==> config.mk <==
export PLATFORM = sky130hd
export DESIGN_NAME = srg_alu_arbiter
export DESIGN_NICKNAME = d
export VERILOG_FILES = /design/src/rtl/srg_alu_pkg.sv /design/src/rtl/srg_alu_rsp_slot.sv /design/src/rtl/srg_alu_arbiter.sv
export SDC_FILE = /design/constraint.sdc
export NUM_CORES = 1
export LEC_CHECK = 0
export BUFFER_PORTS_ARGS = -buffer_cell sky130_fd_sc_hd__buf_2
export CAP_MARGIN = 10
export CORE_AREA = 2 2 120 122
export DETAILED_ROUTE_END_ITERATION = 10
export DIE_AREA = 0 0 122 124
export GPL_ROUTABILITY_DRIVEN = 0
export PLACE_DENSITY_LB_ADDON = 0.25
export SYNTH_ARGS = -nofsm -noshare
export SYNTH_HDL_FRONTEND = slang
export SYNTH_SLANG_ARGS = --single-unit
==> constraint.sdc <==
create_clock -name clk -period 2.58 [get_ports clk]
set_input_delay 0.258 -clock clk [delete_from_list [all_inputs] [get_ports clk]]
set_output_delay 0.258 -clock clk [all_outputs]
set_load 0.05 [all_outputs]
==> src/rtl/srg_alu_pkg.sv <==
// Shared opcode constants, response-slot state encoding and opcode helpers
// for the two-port ALU arbiter.
package srg_alu_pkg;

    localparam logic [2:0] OP_AND = 3'b000;
    localparam logic [2:0] OP_OR  = 3'b001;
    localparam logic [2:0] OP_ADD = 3'b010;
    localparam logic [2:0] OP_SUB = 3'b110;
    localparam logic [2:0] OP_SLT = 3'b111;

    typedef enum logic {
        SLOT_EMPTY = 1'b0,
        SLOT_FULL  = 1'b1
    } slot_state_e;

    function automatic logic op_is_legal(input logic [2:0] op);
        case (op)
            OP_AND, OP_OR, OP_ADD, OP_SUB, OP_SLT: return 1'b1;
            default:                               return 1'b0;
        endcase
    endfunction

    // Logic ops have no meaningful overflow; only arithmetic ops pass it on.
    function automatic logic op_has_ovf(input logic [2:0] op);
        return op_is_legal(op) && (op != OP_AND) && (op != OP_OR);
    endfunction

endpackage

==> src/rtl/srg_alu_rsp_slot.sv <==
// One-entry response holding register for a single requester port.
// Loads on grant, holds until the consumer takes it; drain and reload may coincide.
module srg_alu_rsp_slot #(
    parameter int DATA_W = 32
) (
    input  logic              clk,
    input  logic              reset,
    input  logic              load_i,
    input  logic [2:0]        op_i,
    input  logic [DATA_W-1:0] alu_result_i,
    input  logic              alu_overflow_i,
    input  logic              rsp_ready_i,
    output logic              rsp_valid_o,
    output logic [DATA_W-1:0] rsp_result_o,
    output logic              rsp_overflow_o,
    output logic              rsp_err_o
);
    import srg_alu_pkg::*;

    slot_state_e       state_q, state_d;
    logic [DATA_W-1:0] result_q, result_d;
    logic              ovf_q, ovf_d;
    logic              err_q, err_d;

    always_ff @(posedge clk) begin
        if (reset) begin
            state_q  <= SLOT_EMPTY;
            result_q <= '0;
            ovf_q    <= 1'b0;
            err_q    <= 1'b0;
        end else begin
            state_q  <= state_d;
            result_q <= result_d;
            ovf_q    <= ovf_d;
            err_q    <= err_d;
        end
    end

    always_comb begin
        state_d  = state_q;
        result_d = result_q;
        ovf_d    = ovf_q;
        err_d    = err_q;
        if (load_i) begin
            state_d = SLOT_FULL;
            if (op_is_legal(op_i)) begin
                result_d = alu_result_i;
                ovf_d    = op_has_ovf(op_i) & alu_overflow_i;
                err_d    = 1'b0;
            end else begin
                result_d = '0;
                ovf_d    = 1'b0;
                err_d    = 1'b1;
            end
        end else if (state_q == SLOT_FULL && rsp_ready_i) begin
            state_d = SLOT_EMPTY;
        end
    end

    assign rsp_valid_o    = (state_q == SLOT_FULL);
    assign rsp_result_o   = result_q;
    assign rsp_overflow_o = ovf_q;
    assign rsp_err_o      = err_q;

endmodule

==> src/rtl/srg_alu_arbiter.sv <==
// Round-robin arbiter sharing one external combinational ALU between two ports;
// the granted port's operands drive the ALU and its result lands in that port's slot.
module srg_alu_arbiter #(
    parameter int DATA_W = 32
) (
    input  logic              clk,
    input  logic              reset,
    input  logic              req0_valid,
    output logic              req0_ready,
    input  logic [DATA_W-1:0] req0_a,
    input  logic [DATA_W-1:0] req0_b,
    input  logic [2:0]        req0_op,
    output logic              rsp0_valid,
    input  logic              rsp0_ready,
    output logic [DATA_W-1:0] rsp0_result,
    output logic              rsp0_overflow,
    output logic              rsp0_err,
    input  logic              req1_valid,
    output logic              req1_ready,
    input  logic [DATA_W-1:0] req1_a,
    input  logic [DATA_W-1:0] req1_b,
    input  logic [2:0]        req1_op,
    output logic              rsp1_valid,
    input  logic              rsp1_ready,
    output logic [DATA_W-1:0] rsp1_result,
    output logic              rsp1_overflow,
    output logic              rsp1_err,
    output logic [DATA_W-1:0] alu_a,
    output logic [DATA_W-1:0] alu_b,
    output logic [2:0]        alu_op,
    input  logic [DATA_W-1:0] alu_result,
    input  logic              alu_overflow
);
    import srg_alu_pkg::*;

    logic rr_q, rr_d;
    logic elig0, elig1;
    logic grant0, grant1;

    // A full slot is eligible only when it is being drained this very cycle.
    assign elig0  = !reset && req0_valid && (!rsp0_valid || rsp0_ready);
    assign elig1  = !reset && req1_valid && (!rsp1_valid || rsp1_ready);
    assign grant0 = elig0 && (!elig1 || !rr_q);
    assign grant1 = elig1 && (!elig0 ||  rr_q);

    assign req0_ready = grant0;
    assign req1_ready = grant1;

    always_comb begin
        alu_a  = '0;
        alu_b  = '0;
        alu_op = 3'b000;
        rr_d   = rr_q;
        if (grant0) begin
            alu_a  = req0_a;
            alu_b  = req0_b;
            alu_op = req0_op;
            rr_d   = 1'b1;
        end else if (grant1) begin
            alu_a  = req1_a;
            alu_b  = req1_b;
            alu_op = req1_op;
            rr_d   = 1'b0;
        end
    end

    always_ff @(posedge clk) begin
        if (reset) rr_q <= 1'b0;
        else       rr_q <= rr_d;
    end

    srg_alu_rsp_slot #(.DATA_W(DATA_W)) u_slot0 (
        .clk            (clk),
        .reset          (reset),
        .load_i         (grant0),
        .op_i           (req0_op),
        .alu_result_i   (alu_result),
        .alu_overflow_i (alu_overflow),
        .rsp_ready_i    (rsp0_ready),
        .rsp_valid_o    (rsp0_valid),
        .rsp_result_o   (rsp0_result),
        .rsp_overflow_o (rsp0_overflow),
        .rsp_err_o      (rsp0_err)
    );

    srg_alu_rsp_slot #(.DATA_W(DATA_W)) u_slot1 (
        .clk            (clk),
        .reset          (reset),
        .load_i         (grant1),
        .op_i           (req1_op),
        .alu_result_i   (alu_result),
        .alu_overflow_i (alu_overflow),
        .rsp_ready_i    (rsp1_ready),
        .rsp_valid_o    (rsp1_valid),
        .rsp_result_o   (rsp1_result),
        .rsp_overflow_o (rsp1_overflow),
        .rsp_err_o      (rsp1_err)
    );

endmodule

==> results of run 1 <==
-- layout by cell type, fill, tap and decap left out --
cell	Yosys	layout
a21bo_2	1	1
nor2b_4	0	1
inv_1	35	35
o32ai_1	3	3
clkbuf_8	0	2
clkinvlp_4	0	1
nand2b_4	1	1
clkbuf_1	27	1
clkbuf_16	0	9
a211oi_2	1	1
o211a_1	1	1
o311ai_4	1	1
nand2_1	66	66
bufinv_16	0	2
a21oi_1	37	37
o311a_4	0	1
a31oi_4	1	1
a311oi_4	0	1
buf_2	14	310
and2_2	0	1
nor2b_1	1	1
inv_6	0	1
o2111ai_4	0	1
dfxtp_1	71	71
o311a_2	0	1
buf_4	5	12
nand4b_1	1	1
buf_12	0	3
nor2_1	71	71
mux2i_4	0	1
a22oi_1	67	67
nand3_1	34	34
o21a_1	1	1
diode_2	0	6
o32ai_2	29	29
-- synthesized netlist by cell type (5+ instances only) --
cell / n / share of area [%]
nand3_1: 34 / 4.4
buf_4: 5 / 0.98
nor2_1: 71 / 6.9
a22oi_1: 67 / 13
a21oi_1: 37 / 4.8
dfxtp_1: 71 / 37
o32ai_2: 29 / 12
nand2_1: 66 / 6.4
buf_2: 14 / 1.8
clkbuf_1: 27 / 2.6
inv_1: 35 / 3.4
-- cell type report --
cell class / count / area [sq um]
repair buffers: 325 / 1700
flip-flops and latches: 71 / 1420
diodes: 6 / 15.0
clock inverters: 4 / 76.3
clock buffers: 12 / 256
well taps: 180 / 225
fillers: 1445 / 7780
multi-input cells: 323 / 2120
inverters: 35 / 131
-- worst max-delay path by stage --
| stage | to | slack [ns] | cells after the start |
|---|---|---|---|
| 4_1_cts | alu_a[29] | 0.05 | 6 |
| 3_3_place_gp | alu_a[29] | 0.40 | 7 |
| 6_report | alu_a[5] | 0.19 | 5 |
| 2_1_floorplan | alu_a[0] | 0.06 | 6 |
| 5_1_grt | alu_b[31] | 0.08 | 6 |
| 3_5_place_dp | alu_a[29] | 0.40 | 7 |
-- logic make-up after synthesis --
kind of cell	share of synthesized area, %
compound gates	34.1
buf+inv	9.72
flops	36.9
mux	0.260
simple gates	18.9
-- flip-flops by register name (all words and copies together), names as in the netlist --
signal	count
rr_q	1
u_slot0.rsp_err_o	1
u_slot0.rsp_overflow_o	1
u_slot0.rsp_result_o	32
u_slot0.rsp_valid_o	1
u_slot1.rsp_err_o	1
u_slot1.rsp_overflow_o	1
u_slot1.rsp_result_o	32
u_slot1.rsp_valid_o	1
-- critical path, delay by kind of cell, from the launching register on --
kind | cells | cell delay [ns]
DFF | 1 | 0.60
AOI/OAI and AO/OA | 2 | 0.55
and+or+nand+nor | 1 | 0.12
buffers and inverters | 2 | 0.51
-- power by group --
| part | total (mW) | switching (mW) | internal [mW] |
|---|---|---|---|
| clock network | 1.36 | 0.458 | 0.903 |
| registers | 1.18 | 0.0301 | 1.15 |
| logic | 1.18 | 0.838 | 0.340 |
| total | 3.72 | 1.33 | 2.39 |
-- through the flow --
step	instance area [sq um]	std cells	hold slack (ns)	utilization, %
floorplan	3850	477	0.399	-
global placement	5580	933	0.436	40.7
detailed placement	5580	933	0.441	40.7
CTS	5910	949	0.167	43.1
global route	5940	955	0.187	43.3
finish	5940	956	0.184	43.3
-- per-layer routing --
metal	part of all wire [%]	routed length, um	GRT usage, %
met2	46	7840	33.2
met3	8.9	1510	6.09
met4	3.3	554	9.48
met5	0	0	0
met1	41	7020	26.2
==> flow_summary_export.csv, run 1 <==
group,metric,value,unit
outcome,status,"complete, no violations",
power,pwr_density_cell,626,mW/mm^2
power,finalPower,3.72,mW
hold_path,hold_path_class,"in2reg",
clock_network,cts_resized,0,
global_route,grt_util_all_layers,20.9,%
detailed_routing,wl_per_cell,17.7,um
detailed_routing,num_vias,4701,
clock_network,cts_buffers,9,
critical_path,path_max_fanout,41,
timing,finalSetupViolCount,0,
placement,port_buffers,311,
critical_path,path_cells,"o311a_4 -> buf_12 -> a22oi_1 -> nor2_1 -> buf_2",
synth,syn_inst,477,
clock_network,ctsHtreeMaxLevel,3,
synth,async_flop_share,0,%
detailed_routing,final_antenna_net_count,0,
timing,drv_slew,0,
floorplanning,die_y,124,um
clock_network,cts_setup_buffers,0,
clock_network,hold_buffers,0,
synth,syn_area,0.00385,sq mm
cells_and_area,nets,938,
timing,max_freq,0.419,GHz
power,p_leak,2.89,nW
synth,synth-main-ff-cell,"dfxtp_1",
critical_path,required,2.32,ns
critical_path,worst_r2r_path_depth,5,
clock_network,numClockSinks,71,
global_route,antenna_found_initial,5,
placement,place_ws,0.397,ns
timing,hold_viol_final,0,
timing,fin_tns_setup,0,ns
cells_and_area,area_delta_synth_final,54.5,%
global_route,grt_pass1_wl,24100,um
critical_path,worstSetupStartpoint,"rr_q",
hold_path,hp-start,"req0_valid",
job,maxCapViolations,0,
critical_path,r2r-start,"u_slot0.rsp_valid_o",
clock_network,clock_latency,0.33,ns
floorplanning,row_count,43,
detailed_routing,firstDrtPassIters,5,
floorplanning,dieArea,0.0151,sq mm
timing,finalCritPeriodShare,92.5,%
synth,yosysWarnings,0,
clock_network,clockRootBuffer,"clkbuf_16",
timing,finClkSkew,0.00938,ns
timing,period_minus_slack,2.39,ns
global_route,grt_max_degree,70,
clock_network,cts_tree,"done",
floorplanning,ioPinCount,312,
clock_network,clock_path_buffers,2,
global_route,overflow,0,
placement,hpwl,12900,um
critical_path,worstSetupPathType,"reg2out",
detailed_routing,drt-total-wl,16900,um
floorplanning,fp.dieW,122,um
synth,ys_seq_area_share,36.9,%
synth,synth_cell_type_count,28,
timing,rsz0062_at_grt,"no",
detailed_routing,drt_iter0_drc,374,
synth,synth.avg_cell_area,8.07,sq um
power,ir_drop,0.000250,V
critical_path,rr_endpoint,"u_slot0.rsp_result_o[1]",
detailed_routing,avgViaCountPerCell,4.92,
critical_path,cp-end-kind,"output pin",
hold_path,hold_depth,3,
floorplanning,core_area,0.0137,sq mm
synth,synth_nets,650,
timing,slew_headroom,52.2,%
floorplanning,start_util,28.0,%
timing,worstMarginPinSlew,0.717,ns
critical_path,cp-start-kind,"flip-flop",
synth,synth_edf_count,0,
cells_and_area,drive_above_1_share,49.5,%
detailed_routing,drc,0,
synth,ys_ff_latch,71,
global_route,first_global_vias,4419,
timing,layout_setup_ws,0.194,ns
clock_network,path_clk_slew,0.06,ns
critical_path,crit_slowest_cell,"dfxtp_1",
critical_path,max_stage_delay,0.60,ns
hold_path,hold_end,"u_slot0.rsp_valid_o",
critical_path,cp.arrival,2.13,ns
critical_path,ff2ff_setup_slack,0.64,ns
Power figures use the tool's default switching activity.
==> inputs of run 2 (changes only) <==
ABC_AREA = 1   (was not set)
SLEW_MARGIN = 5   (was not set)
==> flow_summary_export.csv, run 2 <==
group,metric,value,unit
hold_path,hold_path_class,"in2reg",
power,pwr-share-seq,32.7,%
detailed_routing,num_vias,5103,
timing,holdWs,0.215,ns
clock_network,cts_tree,"done",
detailed_routing,wl_per_cell,14.5,um
cells_and_area,final_cell_mix,"336 x nand2_1, 309 x buf_2, 90 x a21oi_1, 71 x dfxtp_1, 53 x inv_1",
clock_network,path_clk_slew,0.05,ns
critical_path,cp.arrival,2.01,ns
floorplanning,dieArea,0.0151,sq mm
synth,synth.area.top_cells,"dfxtp_1 34%, nand2_1 30%, a21oi_1 11%",
synth,ys_seq_area_share,34.2,%
cells_and_area,mostFrequentLayoutCell,"nand2_1",
detailed_routing,maxUsedRoutingLayer,"met5",
synth,yosysMostFrequentCell,"nand2_1",
detailed_routing,final_antenna_net_count,0,
cells_and_area,nets,1139,
critical_path,ff2ff_setup_slack,0.66,ns
synth,syn_area,0.00416,sq mm
job,maxCapViolations,0,
clock_network,clockRootBuffer,"clkbuf_16",
timing,rsz0062_at_grt,"no",
detailed_routing,m1WireLength,6870,um
power,pwr_density_cell,596,mW/mm^2
synth,yosys-top-cells-count,"337 x nand2_1, 90 x a21oi_1, 71 x dfxtp_1",
global_route,antenna_found_initial,9,
synth,synth_top_area_share,34.2,%
power,p_clk_share,31.1,%
placement,place_ws,0.535,ns
floorplanning,die_y,124,um
floorplanning,row_count,43,
clock_network,clock_latency,0.33,ns
timing,worstMarginPinSlew,0.838,ns
floorplanning,start_util,30.3,%
timing,finalCritPeriodShare,88.0,%
clock_network,hold_buffers,0,
power,swShare,39.4,%
synth,synth_edf_count,0,
synth,synth.avg_cell_area,6.13,sq um
synth,synth_cell_type_count,22,
timing,hold_viol_final,0,
hold_path,hold_end,"u_slot0.rsp_valid_o",
synth,async_flop_share,0,%
timing,slew_headroom,44.1,%
placement,hpwl,12700,um
synth,ys_ff_latch,71,
timing,finalSetupViolCount,0,
power,pwr-share-comb,36.2,%
clock_network,cts_setup_buffers,0,
critical_path,cp-end-kind,"output pin",
placement,port_buffers,311,
critical_path,path_max_fanout,68,
synth,synth_nets,851,
power,ir_drop,0.000349,V
timing,fin_tns_setup,0,ns
clock_network,numClockSinks,71,
detailed_routing,firstDrtPassIters,4,
global_route,first_global_vias,4728,
detailed_routing,wl_met3,1700,um
timing,max_freq,0.440,GHz
timing,layout_setup_ws,0.310,ns
timing,period_minus_slack,2.27,ns
cells_and_area,area_delta_synth_final,45.5,%
synth,yosysWarnings,0,
critical_path,cp-start-kind,"flip-flop",
detailed_routing,dr_wl_met2,7780,um
global_route,grt_util_all_layers,21.1,%
critical_path,r2r-start,"u_slot0.rsp_valid_o",
synth,yosys.area.top_type,"dfxtp_1",
synth,syn_inst,678,
clock_network,ctsHtreeMaxLevel,3,
critical_path,worst_r2r_path_depth,8,
clock_network,cts_buffers,9,
power,p_switching,1.42,mW
detailed_routing,drt_iter0_drc,184,
detailed_routing,drc,0,
hold_path,hold_depth,2,
timing,finClkSkew,0.00483,ns
hold_path,hp-start,"reset",
global_route,overflow,0,
detailed_routing,avgViaCountPerCell,4.41,
clock_network,clock_path_buffers,2,
global_route,grt_pass1_wl,24700,um
global_route,grt_max_degree,69,
floorplanning,core_area,0.0137,sq mm
outcome,status,"complete, no violations",
critical_path,required,2.32,ns
power,intPower,2.18,mW
detailed_routing,drt-total-wl,16800,um
power,p_leak,3.43,nW
critical_path,rr_endpoint,"u_slot1.rsp_result_o[1]",
synth,synth-main-ff-cell,"dfxtp_1",
critical_path,worstSetupPathType,"reg2out",
cells_and_area,drive_above_1_share,39.9,%
floorplanning,ioPinCount,312,
floorplanning,fp.dieW,122,um
timing,drv_slew,0,
clock_network,cts_resized,0,
run 2: metal layers:
metal  up-vias  global-route usage (%)
met5         -                       0
met4         4                    9.48
met3        34                    7.55
met2       195                    34.3
met1      2214                    25.1
li1       2656                       -
run 2: cell type report:
class	count	area, sq um
inverter	55	211
antenna	7	17.5
sequential	71	1420
fill	1482	7670
multi-input combinational	506	2220
timing repair buffer	323	1690
clock inverter	1	5.00
tap	180	225
clock buffer	13	260
run 2: kinds of logic after synthesis:
kind of cell | synth area share, %
and+or+nand+nor | 37.0
AOI/OAI and AO/OA | 16.2
DFF | 34.2
buffers and inverters | 12.6
run 2: power groups by stage:
stage / clock [mW] / sequential [mW] / combinational, mW
CTS: 1.15 / 1.18 / 1.32
floorplan: 0 / 1.39 / 0.764
detailed placement: 0 / 1.20 / 1.31
finish: 1.12 / 1.18 / 1.31
global route: 1.19 / 1.19 / 1.41
global placement: 0 / 1.20 / 1.31
run 2: worst max-delay path: stages (launching register included):
cell and delay, ns:
dfxtp_1 0.34, nand2_1 0.08, nand3_1 0.19, nand2_4 0.08, inv_4 0.49, nand2_1 0.14
nand2_1 0.09, buf_2 0.25
run 2: worst max-delay path by stage:
stage                        startpoint         to  slack (ns)  cells after the start
floorplan           u_slot0.rsp_valid_o  alu_op[1]        0.36                      5
global placement             rsp0_ready   alu_b[1]        0.54                      9
CTS                 u_slot0.rsp_valid_o   alu_b[1]        0.27                      7
global route        u_slot0.rsp_valid_o   alu_a[4]        0.09                      7
detailed placement                reset   alu_b[1]        0.54                      9
finish              u_slot0.rsp_valid_o  alu_a[20]        0.31                      7
run 2: per-stage QoR:
step | utilization (%) | std cells | area [sq um] | power (mW)
final | 44.1 | 1156 | 6050 | 3.61
after global routing | 44.1 | 1154 | 6050 | 3.78
after CTS | 44.0 | 1149 | 6030 | 3.64
after detailed placement | 42.0 | 1135 | 5770 | 2.51
after global placement | 42.0 | 1135 | 5770 | 2.52
after floorplan | - | 678 | 4160 | 2.15
